<file path="src/rtl/dmem_arbiter.sv">
// dmem_arbiter
//   Shares the single-port data memory between the CPU data port (m0) and a
//   secondary master (m1, DMA / debug loader). m0 wins conflicts unless m1
//   has waited MAX_WAIT-1 consecutive denied cycles. m1 may hold the port
//   across a burst with m1_lock. Also counts m0 stall cycles.
//
//   Handshake: a master raises mx_req with we/addr/din/be stable and holds
//   them until mx_gnt=1. mx_gnt is combinational and means the access is
//   performed in this cycle (read data on mx_dout now, write committed at the
//   closing posedge). At most one gnt is high per cycle.
//
// Ports
//   clk, rst                  clock, synchronous active-high reset
//   m0_* / m1_*               master request, we, word addr, wdata, byte enables
//   m1_lock                   m1 keeps ownership after the current grant
//   m0_gnt / m1_gnt           access performed this cycle
//   m0_dout / m1_dout         read data (valid with the matching gnt)
//   mem_addr/din/be/wren      memory port, mem_dout async read data
//   stall_cnt                 saturating count of m0 denied cycles
//   dbg_locked                1 while m1 holds the lock (arbiter mode)
module dmem_arbiter #(
    parameter int MAX_WAIT = 4
) (
    input  logic        clk,
    input  logic        rst,
    input  logic        m0_req,
    input  logic        m0_we,
    input  logic [11:2] m0_addr,
    input  logic [31:0] m0_din,
    input  logic [3:0]  m0_be,
    input  logic        m1_req,
    input  logic        m1_we,
    input  logic [11:2] m1_addr,
    input  logic [31:0] m1_din,
    input  logic [3:0]  m1_be,
    input  logic        m1_lock,
    output logic        m0_gnt,
    output logic        m1_gnt,
    output logic [31:0] m0_dout,
    output logic [31:0] m1_dout,
    output logic [11:2] mem_addr,
    output logic [31:0] mem_din,
    output logic [3:0]  mem_be,
    output logic        mem_wren,
    input  logic [31:0] mem_dout,
    output logic [15:0] stall_cnt,
    output logic        dbg_locked
);

    localparam logic [7:0] WAIT_LAST = 8'(MAX_WAIT - 1);

    typedef enum logic {
        NORMAL = 1'b0,
        LOCKED = 1'b1
    } mode_t;

    mode_t       mode_q, mode_d;
    logic [7:0]  wcnt_q;

    // State register
    always_ff @(posedge clk) begin
        if (rst) begin
            mode_q <= NORMAL;
        end else begin
            mode_q <= mode_d;
        end
    end

    // Grant decision and next mode
    always_comb begin
        m0_gnt = 1'b0;
        m1_gnt = 1'b0;
        mode_d = mode_q;
        if (!rst) begin
            if (mode_q == LOCKED) begin
                m1_gnt = m1_req;
            end else if (m0_req && m1_req) begin
                // m1 has waited long enough: force one grant its way
                if (wcnt_q == WAIT_LAST) begin
                    m1_gnt = 1'b1;
                end else begin
                    m0_gnt = 1'b1;
                end
            end else begin
                m0_gnt = m0_req;
                m1_gnt = m1_req;
            end
        end
        case (mode_q)
            NORMAL: if (m1_gnt && m1_lock) mode_d = LOCKED;
            // Dropping req releases the lock even if m1_lock is still high
            LOCKED: if (!m1_req || (m1_gnt && !m1_lock)) mode_d = NORMAL;
            default: mode_d = NORMAL;
        endcase
    end

    // m1 consecutive-denial counter
    always_ff @(posedge clk) begin
        if (rst) begin
            wcnt_q <= 8'd0;
        end else if (!m1_req || m1_gnt) begin
            wcnt_q <= 8'd0;
        end else if (wcnt_q != WAIT_LAST) begin
            wcnt_q <= wcnt_q + 8'd1;
        end
    end

    // m0 stall counter, saturating
    always_ff @(posedge clk) begin
        if (rst) begin
            stall_cnt <= 16'd0;
        end else if (m0_req && !m0_gnt && (stall_cnt != 16'hFFFF)) begin
            stall_cnt <= stall_cnt + 16'd1;
        end
    end

    // Memory port mux; reads never present byte enables to the memory
    always_comb begin
        mem_addr = m0_addr;
        mem_din  = 32'd0;
        mem_be   = 4'd0;
        mem_wren = 1'b0;
        if (m0_gnt) begin
            mem_din  = m0_din;
            mem_wren = m0_we;
            mem_be   = m0_we ? m0_be : 4'd0;
        end else if (m1_gnt) begin
            mem_addr = m1_addr;
            mem_din  = m1_din;
            mem_wren = m1_we;
            mem_be   = m1_we ? m1_be : 4'd0;
        end
    end

    assign m0_dout    = mem_dout;
    assign m1_dout    = mem_dout;
    assign dbg_locked = (mode_q == LOCKED);

endmodule

</file>
<file path="config.mk">
export PLATFORM = sky130hd
export DESIGN_NAME = dmem_arbiter
export DESIGN_NICKNAME = d
export VERILOG_FILES = /design/src/rtl/dmem_arbiter.sv
export SDC_FILE = /design/constraint.sdc
export NUM_CORES = 1
export LEC_CHECK = 0
export ABC_AREA = 0
export BUFFER_PORTS_ARGS = -buffer_cell sky130_fd_sc_hd__buf_2
export CAP_MARGIN = 20
export CORE_AREA = 10 10 92 94
export CTS_CLUSTER_SIZE = 20
export DETAILED_ROUTE_END_ITERATION = 12
export DIE_AREA = 0 0 102 104
export PLACE_DENSITY_LB_ADDON = 0.08
export SETUP_SLACK_MARGIN = 0.4
export SLEW_MARGIN = 40
export SYNTH_ARGS = -nofsm -noshare
export SYNTH_HDL_FRONTEND = slang
export SYNTH_SLANG_ARGS = --single-unit
</file>
<file path="constraint.sdc">
create_clock -name clk -period 7.8 [get_ports clk]
set_clock_uncertainty 0.1 [all_clocks]
set_input_delay 0.39 -clock clk [delete_from_list [all_inputs] [get_ports clk]]
set_output_delay 0.39 -clock clk [all_outputs]
set_load 0.05 [all_outputs]
</file>
==> results.md, run 1 <==
- The initial detailed-routing violation count is 52.
- Sequential cells were found to cover 22.8% of the synthesized design area.
- The final hold violation count is 0.
- The total die area is 0.0106 mm^2.
- The average via count per standard cell is 5.05.
- At the end of routability-driven placement, the weighted congestion stood at 0.784.
- In the synthesized netlist the async set-or-reset flop fraction comes to 0%.
- Summing over every cut layer, the via total after detailed routing is 2203.
- In the post-synthesis netlist, the biggest area contributors are sky130_fd_sc_hd__dfxtp_1, sky130_fd_sc_hd__buf_4, sky130_fd_sc_hd__a22o_1, sky130_fd_sc_hd__mux2_2, sky130_fd_sc_hd__nor2_1.
- The synthesized netlist devotes 1.14% of its cell area to adder and majority cells.
- The library cell used as clock root buffer is sky130_fd_sc_hd__clkbuf_8.
- The peak supply drop is 0.0615 mV.
- The final hold slack is 231 ps.
- The number of global-route vias before repair is 2320.
- Summed over all cells, the static leakage comes to 1.31 nW.
- Detailed placement ended at an HPWL of 8580 um.
- The critical path arrival is 2830 ps.
- In the final design database the tool counted 489 nets.
- Setup repair after global routing left no endpoint under its margin.
- The pin count of the biggest net entering global routing is 50.
- The number of routed nets with antenna violations is 0.
- The fraction of layout cells with a size suffix above 1 is 53.2%.
- Counting along the longest clock path gives a buffer depth of 2.
- The netlist area before placement is 0.00219 mm^2.
- The initial antenna violation count is 1.
- The number of DRC violations after detailed routing is 0.
- The tightest min-delay check is of the in2reg type.
- The area fraction in compound gates after synthesis is 23.5%.
- In this run, CTS created clock tree buffers numbering 3.
- Along the worst path, the maximum fanout reaches 20.
- The number of post-CTS setup repair buffers is 0.
- Counting every instance in the synthesized netlist gives 263.
- The kind of capture point of the worst setup path is an output pin.
- For this design, the slowest cell found on the critical path is sky130_fd_sc_hd__or4b_4.
- The type of the worst setup path is reg2out.
- Multiplexer cells account for 6.10% of the synthesized area.
- The number of gates resized after CTS is 0.
- After synthesis, the largest area contributor takes up 22.8% of total cell area.
- The startpoint class of the critical path is a register.
- For this design the ratio of total power to cell area is 130 mW/mm^2.
- The count of yosys warnings during synthesis is 0.
- The number of placed instances, taps included, is 431.
- The max-slew violation count is 0.
- The CTS tree is yes.
- At the placement stage, the worst setup path has a slack of 4730 ps.
- Summing the areas of all and, or, nand and nor instances in the mapped netlist gives 17.5% of the synthesized area.
- The post-synthesis share of cell area spent on xor and xnor gates is 3.19%.
- Summed over all layers, the routed wires come to 9800 um.
- The non-filler instance count after layout is 436.
- The slew at the pin closest to its max-slew limit is 728 ps.
- By count the netlist is led by sky130_fd_sc_hd__buf_4, sky130_fd_sc_hd__a22o_1, sky130_fd_sc_hd__dfxtp_1.
- The wire length per cell is 22.5 um.
- The layout-stage area growth over the synthesis result is 21.0%.
- The flow ran to the end, and the final reports show no timing, DRC or antenna violations.
- The worst endpoint required time is 7310 ps.
- The clock-pin slew on the worst setup and hold paths is 80 ps.
- Across all setup checks in the final design, the least slack found is 4480 ps.
- The I/O pin count is 261.
- In this run the number of H-tree levels came out at 1.
- The core footprint is 0.00668 mm^2.
- The combinational family with the most area after synthesis is buffers and inverters.
- The most repeated cell in the gate-level netlist after synthesis is sky130_fd_sc_hd__buf_4.
- The global router's overall resource usage is 17.4%.
- Max-cap violations in this run came to 0.
- The residual overflow from global routing is 0.
- The number of enable-type register cells in the synthesized netlist is 0.
- Summing all non-filler instances in the final layout gives an area of 0.00266 mm^2.
- In this design, the stage delay of the slowest critical-path cell is 500 ps.
- For this design, the CTS-stage hold fixing added 0 buffers.
- The pre-antenna-repair detailed-routing pass consisted of 4 iterations.
- The maximum achievable frequency is 301 MHz.
- Counting every sink on the clock net gives 25.
- For the worst-skew pair, the clock arrives at the later sink with an insertion delay of 270 ps.
- The first global-routing pass estimated 14300 um of wire.
- The die is 102 um wide.
- The setup TNS is 0 ps.
- The post-synthesis cell type count is 41.
- The number of buffer cells added on primary ports is 164.
- After layout, the design draws a total of 346 uW.
- Walking the worst path, the cells encountered are ha_1 -> or4b_4 -> nor2_1 -> a21oi_2 -> buf_4 -> and2_1 -> a32o_1 -> buf_2.
- The effective utilization at floorplan is 32.8%.
- The synthesized design spends more area on one cell type than any other, namely sky130_fd_sc_hd__dfxtp_1.
- The height of the die is 104 um.
- Summing all placed instances gives a cell area of 0.00261 mm^2.
- Among all flip-flop cells after synthesis, the most frequent one is sky130_fd_sc_hd__dfxtp_1.
- Headroom to the max-slew limit came out at 51.5%.
- The number of nets in the synthesized netlist is 396.
- Synthesis inferred 25 register bits.
- The number of setup violations in the final report is 0.
- The end-of-flow core utilization is 39.7%.
- The initialized floorplan defines 30 standard-cell rows.
- The average footprint of a synthesized cell is 8.34 um^2.
- The worst path in the final design needs a cycle of 3320 ps, including I/O delays and setup.
- After layout, the worst path uses 42.6% of the clock period.
==> critical path: cells and delay by family (launching register included) <==
family / cells / cell delay (ps)
buffers and inverters: 2 / 490
DFF: 1 / 390
AOI/OAI and AO/OA: 2 / 460
and+or+nand+nor: 3 / 980
adders and majority gates: 1 / 240
==> cell usage in the layout (no fill, tap or decap), types with 5 or more instances in the layout <==
master and count:
sky130_fd_sc_hd__or4_1 6, sky130_fd_sc_hd__o31ai_1 6, sky130_fd_sc_hd__inv_1 7, sky130_fd_sc_hd__o21ai_0 7, sky130_fd_sc_hd__dfxtp_1 25, sky130_fd_sc_hd__a21oi_1 11, sky130_fd_sc_hd__buf_2 164, sky130_fd_sc_hd__xor2_1 6
sky130_fd_sc_hd__mux2_2 11, sky130_fd_sc_hd__nor2_1 17, sky130_fd_sc_hd__nand2_1 5, sky130_fd_sc_hd__a22o_1 32, sky130_fd_sc_hd__nand3_1 10, sky130_fd_sc_hd__or3_1 7
==> power by group <==
part | internal [mW] | switching, mW
Clock | 0.0358 | 0.0429
Sequential | 0.129 | 0.00170
Combinational | 0.0434 | 0.0933
Total | 0.208 | 0.138
==> state kept, by name (all words and copies together), names as in the netlist <==
| name | flops |
|---|---|
| stall_cnt | 16 |
| dbg_locked | 1 |
| wcnt_q | 8 |
==> per-layer routing <==
metal,share of wire [%],wire length [um],track usage (%),up-vias
li1,-,-,-,1085
met1,37,3590,18.0,997
met3,17,1660,14.0,8
met5,0,0,0,-
met4,0.84,82,2.52,0
met2,46,4470,27.4,113
==> worst paths after layout <==
| kind | startpoint | end | slack [ps] | cells past startpoint |
|---|---|---|---|---|
| setup / recovery | wcnt_q[0]$_SDFFE_PP0P_ | mem_be[3] | 4480 | 8 |
| hold / removal | m1_lock | dbg_locked$_SDFF_PP0_ | 230 | 2 |
| hold reg to reg | wcnt_q[0]$_SDFFE_PP0P_ | wcnt_q[0]$_SDFFE_PP0P_ | 380 | 1 |
| setup reg to reg | wcnt_q[0]$_SDFFE_PP0P_ | stall_cnt[8]$_SDFFE_PP0P_ | 5090 | 6 |
==> cell families after synthesis <==
logic type | count (synthesis)
buf+inv | 84
compound gates | 66
simple gates | 66
flops | 25
mux | 12
xor+xnor | 8
fa+ha+maj | 2
==> layout make-up <==
class | instances | area (um^2)
sequential | 25 | 500
clock inverter | 1 | 5.00
multi-input combinational | 154 | 1150
fill | 739 | 4030
clock buffer | 3 | 41.3
timing repair buffer | 165 | 828
antenna | 1 | 2.50
inverter | 7 | 26.3
tap | 80 | 100
(Power assumes the default switching activity.)
==> inputs of run 2 (changes only) <==
--- a/config.mk
+++ b/config.mk
@@ -8,10 +8,10 @@
 export ABC_AREA = 0
 export BUFFER_PORTS_ARGS = -buffer_cell sky130_fd_sc_hd__buf_2
 export CAP_MARGIN = 20
-export CORE_AREA = 10 10 92 94
+export CORE_MARGIN = 10
+export CORE_UTILIZATION = 34
 export CTS_CLUSTER_SIZE = 20
 export DETAILED_ROUTE_END_ITERATION = 12
-export DIE_AREA = 0 0 102 104
 export PLACE_DENSITY_LB_ADDON = 0.08
 export SETUP_SLACK_MARGIN = 0.4
 export SLEW_MARGIN = 40
==> constraint.sdc (replaced) <==
create_clock -name clk -period 3.3 [get_ports clk]
set_clock_uncertainty 0.1 [all_clocks]
set_input_delay 0.165 -clock clk [delete_from_list [all_inputs] [get_ports clk]]
set_output_delay 0.165 -clock clk [all_outputs]
set_load 0.05 [all_outputs]
==> results.md, run 2 (same netlist as run 1, synthesis figures left out) <==
- The routed wire length is 10200 um (+3.8%).
- STA classifies the critical path endpoint as an output pin.
- Dividing the final minimum period by the clock period gives 84.4%.
- The total iterations of the first detailed-routing run is 4 (unchanged).
- The switching part of the total power came to 40.1% (+0.19 points).
- The number of placed instances with taps included is 431 (unchanged).
- The number of buffers inserted during clock tree synthesis was 3 (unchanged).
- Setup repair after global routing left no endpoint under its margin.
- The CTS tree is yes.
- The flip-flop count of the largest register after layout was 16 (unchanged).
- The clock latency at the later pin of the worst-skew pair is 280 ps (about the same).
- The total die area is 0.0101 mm^2 (-5.1%).
- The setup TNS came to 0 ps (unchanged).
- The peak supply drop was 0.209 mV (+240%).
- The clock network fraction of design power was 22.7% (about the same).
- The detailed placer's ending HPWL is 8740 um (+1.9%).
- The static leakage power is 1.34 nW (+2.6%).
- The minimum clock period after layout is 2780 ps.
- By startpoint and endpoint, the worst setup path is classified as reg2out.
- The antenna diode count is 0 (-1).
- The non-filler instance count after layout is 437 (+0.23%).
- The worst setup path is launched from a register.
- The combinational power share is 40.3% (+0.8 points).
- The post-layout total power is 835 uW (+140%).
- The number of routed nets with antenna violations was 0 (unchanged).
- The first-pass GRT wire length is 14300 um (+0.29%).
- The max-slew violation count was 0 (unchanged).
- The global router's overall resource usage came to 18.5% (+1.1 points).
- The slew at the pin closest to its max-slew limit is 617 ps (-111 ps).
- The worst relative slew slack is 58.3% (+6.8 points).
- The row count came to 29 (-3.3%).
- The I/O pin count is 261 (unchanged).
- The clock tree buffer depth is 2 (unchanged).
- Ranked by flip-flop count, first place goes to stall_cnt.
- The tightest min-delay check is of the in2reg type.
- The average via count per standard cell came to 5.19 (+2.8%).
- The total of fill cells in the finished design was 691 (-6.5%).
- The worst-case setup slack after placement was 622 ps (-4110 ps).
- The overall die width is 100 um (-1.6%).
- The top fanout value on the critical path was 25 (+25%).
- The initial antenna violation count came to 0 (-1).
- The library cells used most frequently in the layout, excluding fill and tap cells, are sky130_fd_sc_hd__buf_2, sky130_fd_sc_hd__a22o_1, sky130_fd_sc_hd__dfxtp_1.
- The pin count of the biggest net entering global routing was 26 (-48%).
- Leaving out fill and tap cells, the most frequent cell in the layout is sky130_fd_sc_hd__buf_2.
- The critical path arrival came to 2520 ps (-310 ps).
- The number of DRC violations after detailed routing is 0 (unchanged).
- The design area came to 0.00273 mm^2 (+2.9%).
- The net count reported at finish came to 494 (+1.0%).
- Compared with the post-synthesis result, the final layout area differs by 24.5%.
- The initial detailed-routing violation count is 113 (+120%).
- The max-capacitance violation count is 0 (unchanged).
- The core footprint is 0.00631 mm^2 (-5.5%).
- The register share of total power is 37.0% (-0.7 points).
- The clock-pin slew on the worst setup and hold paths came to 100 ps (+20 ps).
- The power density over cell area is 306 mW/mm^2 (+130%).
- The residual overflow from global routing was 0 (unchanged).
- The design internal power is 500 uW (+140%).
- The effective utilization at floorplan is 34.8% (+1.9 points).
- The final hold slack is 163 ps (-68.1 ps).
- The final hold violation count came to 0 (unchanged).
- The flow ran to the end, and the final reports show no timing, DRC or antenna violations.
- The number of buffer cells added on primary ports came to 164 (unchanged).
- The smallest setup slack after layout was 516 ps (-3960 ps).
- The worst endpoint required time is 3030 ps (-4280 ps).
- The wire length per cell is 23.3 um (+3.5%).
- The fraction of layout cells with a size suffix above 1 is 54.2% (+0.93 points).
- The weighted congestion at the end of routability-driven global placement is 0.830 (+5.9%).
- The library cell used as clock root buffer is sky130_fd_sc_hd__clkbuf_8.
- The total placed instance area was 0.00262 mm^2 (+0.58%).
- The height of the die is 100 um (-3.5%).
- The number of clock sinks is 25 (unchanged).
- The maximum achievable frequency is 359 MHz.
- The CTS H-tree depth is 1 (unchanged).
- The net switching component of the power is 334 uW (+140%).
- The number of setup violations in the final report is 0 (unchanged).
- The end-of-flow core utilization was 43.3% (+3.5 points).
- The count of vias placed by the detailed router is 2270 (+3.0%).
- The number of global-route vias before repair is 2292 (-1.2%).
## run 2: layout make-up
class,instances,area [um^2],area share (%)
sequential,25,502,18.4
clock inverter,1,7.51,0.275
timing repair buffer,170,906,33.2
inverter,7,26.3,0.962
multi-input combinational,154,1150,42.2
clock buffer,3,41.3,1.51
tap,77,96.3,3.53
## run 2: final timing paths
kind | from | end | slack [ps] | cells after the start
setup reg to reg | wcnt_q[1]$_SDFFE_PP0P_ | stall_cnt[8]$_SDFFE_PP0P_ | 650 | 6
hold / removal | rst | stall_cnt[1]$_SDFFE_PP0P_ | 160 | 2
setup / recovery | wcnt_q[1]$_SDFFE_PP0P_ | mem_addr[2] | 520 | 7
hold reg to reg | wcnt_q[0]$_SDFFE_PP0P_ | wcnt_q[0]$_SDFFE_PP0P_ | 350 | 1
## run 2: repair_timing
| item | 4_1_cts | 5_1_grt |
|---|---|---|
| pin swaps | 0 | 0 |
| cloned | 1 | 0 |
| hold buffers | 1 | 0 |
| gates resized for setup | 0 | 5 |
| endpoints found under the setup margin | 10 | 46 |
| buffers inserted | 0 | 0 |
| hold endpoints to repair | 1 | 0 |
## run 2: critical path: stages (launching register included)
cell                      delay [ps]
sky130_fd_sc_hd__dfxtp_1         370
sky130_fd_sc_hd__ha_2            220
sky130_fd_sc_hd__or4b_4          510
sky130_fd_sc_hd__nor2_4          170
sky130_fd_sc_hd__o311a_2         220
sky130_fd_sc_hd__buf_12          180
sky130_fd_sc_hd__mux2_2          350
sky130_fd_sc_hd__buf_2           210
## run 2: power groups by stage
stage          clock network, mW  registers (mW)  logic, mW
3_3_place_gp                   0           0.316      0.332
3_5_place_dp                   0           0.316      0.333
5_1_grt                    0.213           0.309      0.353
4_1_cts                    0.198           0.309      0.339
2_1_floorplan                  0           0.322      0.413
6_report                   0.189           0.309      0.337
## run 2: per-layer routing
| metal | track usage [%] | part of all wire [%] |
|---|---|---|
| met2 | 32.4 | 52 |
| met4 | 6.30 | 2.9 |
| met5 | 0 | 0 |
| met3 | 10.4 | 12 |
| met1 | 17.9 | 33 |
